## config.mk

```make
export PLATFORM = sky130hd
export DESIGN_NAME = cp0_unit
export DESIGN_NICKNAME = d
export VERILOG_FILES = /design/src/rtl/cp0_unit.sv
export SDC_FILE = /design/constraint.sdc
export NUM_CORES = 1
export LEC_CHECK = 0
export CORE_UTILIZATION = 44
export DETAILED_ROUTE_END_ITERATION = 7
export PLACE_DENSITY = 0.82
export SLEW_MARGIN = 0
export SYNTH_ARGS = -nofsm -noshare
export SYNTH_HDL_FRONTEND = slang
export SYNTH_SLANG_ARGS = --single-unit
```

## constraint.sdc

```tcl
create_clock -name clk -period 2.7 [get_ports clk]
set_clock_uncertainty 0.05 [all_clocks]
set_input_delay 0.54 -clock clk [delete_from_list [all_inputs] [get_ports clk]]
set_output_delay 0.54 -clock clk [all_outputs]
set_load 0.03 [all_outputs]
```

## src/rtl/cp0_unit.sv

```systemverilog
// rtl/cp0_unit.sv - MIPS-style CP0: status/cause/EPC, exception and interrupt entry, ERET
// Optional Count/Compare timer is built only when CP0_TIMER_EN is defined.
module cp0_unit #(
    parameter int          NUM_HWINT = 6,
    parameter logic [31:0] RESET_EPC = 32'h0000_3000,
    parameter logic [31:0] PRID_VAL  = 32'hBAAD_FACE
) (
    input  logic                 clk,
    input  logic                 reset,
    input  logic [31:0]          pc,
    input  logic                 bd_in,
    input  logic [4:0]           reg_id,
    input  logic [31:0]          wdata,
    input  logic                 mtc0_en,
    input  logic                 mfc0_en,
    input  logic                 eret_en,
    input  logic                 exc_valid,
    input  logic [4:0]           exc_code,
    input  logic [31:0]          badvaddr_in,
    input  logic [NUM_HWINT-1:0] hwint,
    output logic [31:0]          rdata,
    output logic [1:0]           kctrl,
    output logic [31:0]          epc,
    output logic                 timer_irq
);

    localparam logic [4:0] REG_BADVADDR = 5'd8;
    localparam logic [4:0] REG_COUNT    = 5'd9;
    localparam logic [4:0] REG_COMPARE  = 5'd11;
    localparam logic [4:0] REG_SR       = 5'd12;
    localparam logic [4:0] REG_CAUSE    = 5'd13;
    localparam logic [4:0] REG_EPC      = 5'd14;
    localparam logic [4:0] REG_PRID     = 5'd15;

    logic [NUM_HWINT-1:0] im_q, im_d;
    logic [NUM_HWINT-1:0] ip_q, ip_d;
    logic                 exl_q, exl_d;
    logic                 ie_q, ie_d;
    logic                 bd_q, bd_d;
    logic [4:0]           exccode_q, exccode_d;
    logic [31:0]          epc_q, epc_d;
    logic [31:0]          badvaddr_q, badvaddr_d;

    logic                 timer_line;
    logic [31:0]          count_rd;
    logic [31:0]          compare_rd;

    logic [NUM_HWINT-1:0] irq_vec;
    logic                 int_req;
    logic                 take_exc;
    logic                 take_eret;
    logic                 take_int;
    logic                 entry;
    logic                 do_mtc0;
    logic [31:0]          epc_src;
    logic [5:0]           im_ext;
    logic [5:0]           ip_ext;

    // The timer shares the highest hardware line, as on the classic R4000 layout.
    always_comb begin
        irq_vec                = hwint;
        irq_vec[NUM_HWINT-1]   = hwint[NUM_HWINT-1] | timer_line;
    end

    assign int_req   = (|(im_q & irq_vec)) & ie_q & ~exl_q;
    assign take_exc  = exc_valid;
    assign take_eret = eret_en & ~exc_valid;
    assign take_int  = int_req & ~exc_valid & ~eret_en;
    assign entry     = take_exc | take_int;
    assign do_mtc0   = mtc0_en & ~exc_valid & ~eret_en & ~int_req;
    assign epc_src   = bd_in ? (pc - 32'd4) : pc;

    always_comb begin
        kctrl = 2'b00;
        if (entry) begin
            kctrl = 2'b01;
        end else if (take_eret) begin
            kctrl = 2'b10;
        end
    end

    always_comb begin
        im_d       = im_q;
        ip_d       = irq_vec;
        exl_d      = exl_q;
        ie_d       = ie_q;
        bd_d       = bd_q;
        exccode_d  = exccode_q;
        epc_d      = epc_q;
        badvaddr_d = badvaddr_q;
        if (entry) begin
            exl_d     = 1'b1;
            bd_d      = bd_in;
            epc_d     = {epc_src[31:2], 2'b00};
            exccode_d = take_exc ? exc_code : 5'd0;
            if (take_exc && (exc_code == 5'd4 || exc_code == 5'd5)) begin
                badvaddr_d = badvaddr_in;
            end
        end else if (take_eret) begin
            exl_d     = 1'b0;
            exccode_d = 5'd0;
            bd_d      = 1'b0;
        end else if (do_mtc0) begin
            case (reg_id)
                REG_SR: begin
                    im_d  = wdata[10 +: NUM_HWINT];
                    exl_d = wdata[1];
                    ie_d  = wdata[0];
                end
                REG_EPC: epc_d = {wdata[31:2], 2'b00};
                default: ;
            endcase
        end
    end

    always_ff @(posedge clk) begin
        if (reset) begin
            im_q       <= '1;
            ip_q       <= '0;
            exl_q      <= 1'b0;
            ie_q       <= 1'b1;
            bd_q       <= 1'b0;
            exccode_q  <= 5'd0;
            epc_q      <= RESET_EPC;
            badvaddr_q <= 32'd0;
        end else begin
            im_q       <= im_d;
            ip_q       <= ip_d;
            exl_q      <= exl_d;
            ie_q       <= ie_d;
            bd_q       <= bd_d;
            exccode_q  <= exccode_d;
            epc_q      <= epc_d;
            badvaddr_q <= badvaddr_d;
        end
    end

`ifdef CP0_TIMER_EN
    logic [31:0] count_q, count_d;
    logic [31:0] compare_q, compare_d;
    logic        timer_q, timer_d;

    // A Compare write clears the pending timer even if Count matches this cycle.
    always_comb begin
        count_d   = count_q + 32'd1;
        compare_d = compare_q;
        timer_d   = timer_q;
        if (do_mtc0 && reg_id == REG_COUNT) begin
            count_d = wdata;
        end
        if (do_mtc0 && reg_id == REG_COMPARE) begin
            compare_d = wdata;
            timer_d   = 1'b0;
        end else if (count_q == compare_q) begin
            timer_d = 1'b1;
        end
    end

    always_ff @(posedge clk) begin
        if (reset) begin
            count_q   <= 32'd0;
            compare_q <= 32'hFFFF_FFFF;
            timer_q   <= 1'b0;
        end else begin
            count_q   <= count_d;
            compare_q <= compare_d;
            timer_q   <= timer_d;
        end
    end

    assign timer_line = timer_q;
    assign count_rd   = count_q;
    assign compare_rd = compare_q;
`else
    assign timer_line = 1'b0;
    assign count_rd   = 32'd0;
    assign compare_rd = 32'd0;
`endif

    always_comb begin
        im_ext                = '0;
        ip_ext                = '0;
        im_ext[NUM_HWINT-1:0] = im_q;
        ip_ext[NUM_HWINT-1:0] = ip_q;
    end

    always_comb begin
        rdata = 32'd0;
        if (mfc0_en) begin
            case (reg_id)
                REG_SR:       rdata = {16'd0, im_ext, 8'd0, exl_q, ie_q};
                REG_CAUSE:    rdata = {bd_q, 15'd0, ip_ext, 3'd0, exccode_q, 2'b00};
                REG_EPC:      rdata = epc_q;
                REG_PRID:     rdata = PRID_VAL;
                REG_BADVADDR: rdata = badvaddr_q;
                REG_COUNT:    rdata = count_rd;
                REG_COMPARE:  rdata = compare_rd;
                default:      rdata = 32'd0;
            endcase
        end
    end

    assign epc       = epc_q;
    assign timer_irq = timer_line;

endmodule

```

==> flow_summary.json <==
{
  "syn_area_um2": 4550,
  "die_h_um": 104,
  "stdcell_area_um2": 7100,
  "io_pins": 186,
  "peakVddDrop_v": 0.000282,
  "slowest_delay_ps": 540,
  "rsz0062_at_grt": "no",
  "layout_min_cycle_time_ps": 2670,
  "grt_use_total": 0.296,
  "synth_edf_count": 0,
  "ys_ff_latch": 82,
  "drtIter0Drc": 378,
  "synth_largest_area_cell": "dfxtp_1",
  "hp-class": "flip-flop to flip-flop",
  "routedWlPerCell_um": 17.6,
  "async_reset_ff_frac": 0,
  "cts_buffers": 9,
  "clock_latency_ps": 350,
  "htreeDepth": 3,
  "end_kind": "flip-flop",
  "crit_path_max_fanout": 10,
  "synth_commonest_cells": "nand2_1, dfxtp_1, a21oi_1, clkbuf_1, nor2_1",
  "cts_sinks": 82,
  "yosys.area.top_type_share": 0.361,
  "cp.required_ps": 2890,
  "synth_area_per_cell_um2": 7.76,
  "firstDrtPassIters": 5,
  "final_util": 0.717,
  "num_vias": 5390,
  "status": "completed",
  "post_dp_cell_area_um2": 6770,
  "critPathSlowestCell": "or4_4",
  "drc": 0,
  "grt_max_degree": 97,
  "wl_mm": 16.3,
  "first_global_vias": 5117,
  "clk_pin_slew_ps": 80,
  "port_buffers": 180,
  "cts_tree": "built",
  "leakage_nw": 2.57,
  "power.density_nw_per_um2": 437,
  "syn2layout_area_growth_pct": 56.1,
  "r2r_cells": 6,
  "initial_core_util": 0.459,
  "dpl.cell_count": 908,
  "worst_pin_slew_ps": 981,
  "crit_start": "pc[16]",
  "dp_hpwl_mm": 12.4,
  "num_antenna_cells": 0,
  "syn_inst": 586,
  "synth_most_common_cell": "nand2_1",
  "path_cells": "clkdlybuf4s50_1, or4_4, or4_4, nor4_1, xor2_1, a211o_1",
  "synth_cell_types": 48,
  "drv_cap": 0,
  "cts_hold_repair.buffers": 0,
  "clockBufferDepth": 2,
  "reg2reg_slack_ps": 460,
  "fillers": 739,
  "core-area_um2": 9910,
  "place_congestion": 0.915,
  "cp-endpoint": "epc[23]$_SDFFE_PP0P_",
  "crit_top_cell": "or4_4",
  "ys_seq_area_frac": 0.361,
  "grt_pass1_wl_mm": 25.6,
  "worstReg2RegEnd": "epc[12]$_SDFFE_PP1P_",
  "finalSetupTns_ps": 0,
  "drv_slew": 0,
  "finalSetupViolations": 0,
  "nets": 909,
  "synth_area_leaders": "dfxtp_1, nand2_1, a21oi_1",
  "stdcell_count": 926,
  "row_count": 36,
  "critPathLaunchType": "input pin",
  "grt-ovfl-total": 0,
  "cp.arrival_ps": 2860,
  "ant_nets": 0,
  "clock.fmax_ghz": 0.375,
  "relSlewSlack": 0.344,
  "drive_gt1_frac": 0.182,
  "ys.flop_type": "dfxtp_1",
  "hold_viol": 0,
  "path_class": "input pin to flip-flop",
  "cts_root_buffer": "clkbuf_8",
  "fp.dieArea_um2": 10800,
  "period_share": 0.988,
  "post_drt_via_cell_ratio": 5.82,
  "synth_warnings": 0,
  "die_x_um": 104,
  "rr_startpoint": "ie_q$_SDFFE_PP1P_",
  "grt_antenna_before_repair": 0,
  "hold_ws_ps": 412
}
[kinds of logic (layout without fill, tap and decap cells)]
group | count (synthesis) | after routing | share of synthesized area
AND/OR/NAND/NOR | 276 | 276 | 0.330
AO/OA/AOI/OAI | 141 | 141 | 0.204
flip-flops | 82 | 82 | 0.361
buffers and inverters | 61 | 266 | 0.0556
XOR/XNOR | 24 | 24 | 0.0462
adder cells (fa/ha/maj) | 1 | 1 | 0.00275
other | 1 | 3 | 0.000824
[power breakdown]
part / total [mW] / switching, mW / leakage [nW] / internal (mW)
Clock: 1.14 / 0.440 / 0.123 / 0.704
Sequential: 1.32 / 0.0554 / 0.672 / 1.26
Combinational: 0.643 / 0.308 / 1.78 / 0.335
Total: 3.10 / 0.803 / 2.57 / 2.30
[what timing repair did]
| action | 4_1_cts | 5_1_grt |
|---|---|---|
| setup buffers | 1 | 1 |
| resized for setup | 10 | 14 |
| endpoints found under the hold margin | 0 | 0 |
| setup endpoints to repair | 33 | 18 |
| gates cloned | 1 | 0 |
| pin swaps | 2 | 5 |
[flip-flops by register name, indices dropped and copies added (netlist names)]
| name | flops |
|---|---|
| epc | 30 |
| exl_q | 1 |
| bd_q | 1 |
| exccode_q | 5 |
| im_ext | 6 |
| ip_ext | 6 |
| badvaddr_q | 32 |
| ie_q | 1 |
[cell type report]
class | instances | area [um^2] | share of cell area
flip-flops and latches | 82 | 1640 | 0.231
multi-input cells | 445 | 2730 | 0.385
well taps | 133 | 166 | 0.0234
clock buffers | 10 | 128 | 0.0180
clock inverters | 5 | 128 | 0.0180
repair buffers | 247 | 2290 | 0.322
inverters | 4 | 15.0 | 0.00211
[layer usage]
metal	vias to the layer above	track usage	wire, um
met5	-	0	0
met4	0	0.139	587
met3	42	0.0396	1200
met2	302	0.508	7840
met1	2518	0.367	6630
li1	2528	-	-
[per-stage QoR]
step,setup slack [ps],power [mW]
2_1_floorplan,17.9,1.59
3_3_place_gp,-281,1.97
3_5_place_dp,-323,1.98
4_1_cts,11.7,3.10
5_1_grt,1.38,3.21
6_report,32.7,3.10
[worst max-delay path, delay by kind of cell]
kind / cells / cell delay (ps)
AND/OR/NAND/NOR: 3 / 1480
buffers and inverters: 1 / 420
AO/OA/AOI/OAI: 1 / 290
XOR/XNOR: 1 / 110
[layout by cell type, fill, tap and decap left out, types with 2 or more instances in the layout]
cell             netlist  final
xor2_1                16     16
o31a_1                 3      3
dfxtp_1               82     82
buf_4                  4     91
bufinv_16              0      4
buf_12                 0      5
clkdlybuf4s50_1        0    140
xnor2_1                8      8
a221oi_1               9      9
or3_1                  4      4
or2_1                  3      3
a31oi_1                5      3
nand3_1                4      4
clkbuf_8               0      9
conb_1                 1      3
nor2_1                37     36
nor3_1                28     28
clkbuf_2               0      4
a22oi_1               23     23
a211o_1               20     20
nor4_1                25     23
a211oi_1               3      2
o21ai_0               15     15
a21oi_1               55     54
inv_1                  3      3
nor2b_1               20     19
or2_2                  2      2
nor4_2                 7      9
dlygate4sd2_1          0      2
or4_4                  2      2
a311oi_1               3      3
or4_1                  6      6
and2_1                 2      2
a31oi_2                0      2
nand2_1              100    100
and3_1                 3      3
buf_6                  1      3
nor4b_1               26     25
[worst min path at each step]
stage | to | depth (start not counted) | start
final | badvaddr_q[3]$_SDFFE_PP0P_ | 2 | badvaddr_q[3]$_SDFFE_PP0P_
after global routing | badvaddr_q[27]$_SDFFE_PP0P_ | 2 | badvaddr_q[27]$_SDFFE_PP0P_
after CTS | badvaddr_q[5]$_SDFFE_PP0P_ | 2 | badvaddr_q[5]$_SDFFE_PP0P_
after detailed placement | badvaddr_q[3]$_SDFFE_PP0P_ | 2 | badvaddr_q[3]$_SDFFE_PP0P_
after global placement | badvaddr_q[20]$_SDFFE_PP0P_ | 2 | badvaddr_q[20]$_SDFFE_PP0P_
after floorplan | badvaddr_q[10]$_SDFFE_PP0P_ | 2 | badvaddr_q[10]$_SDFFE_PP0P_
Power figures use the tool's default switching activity.
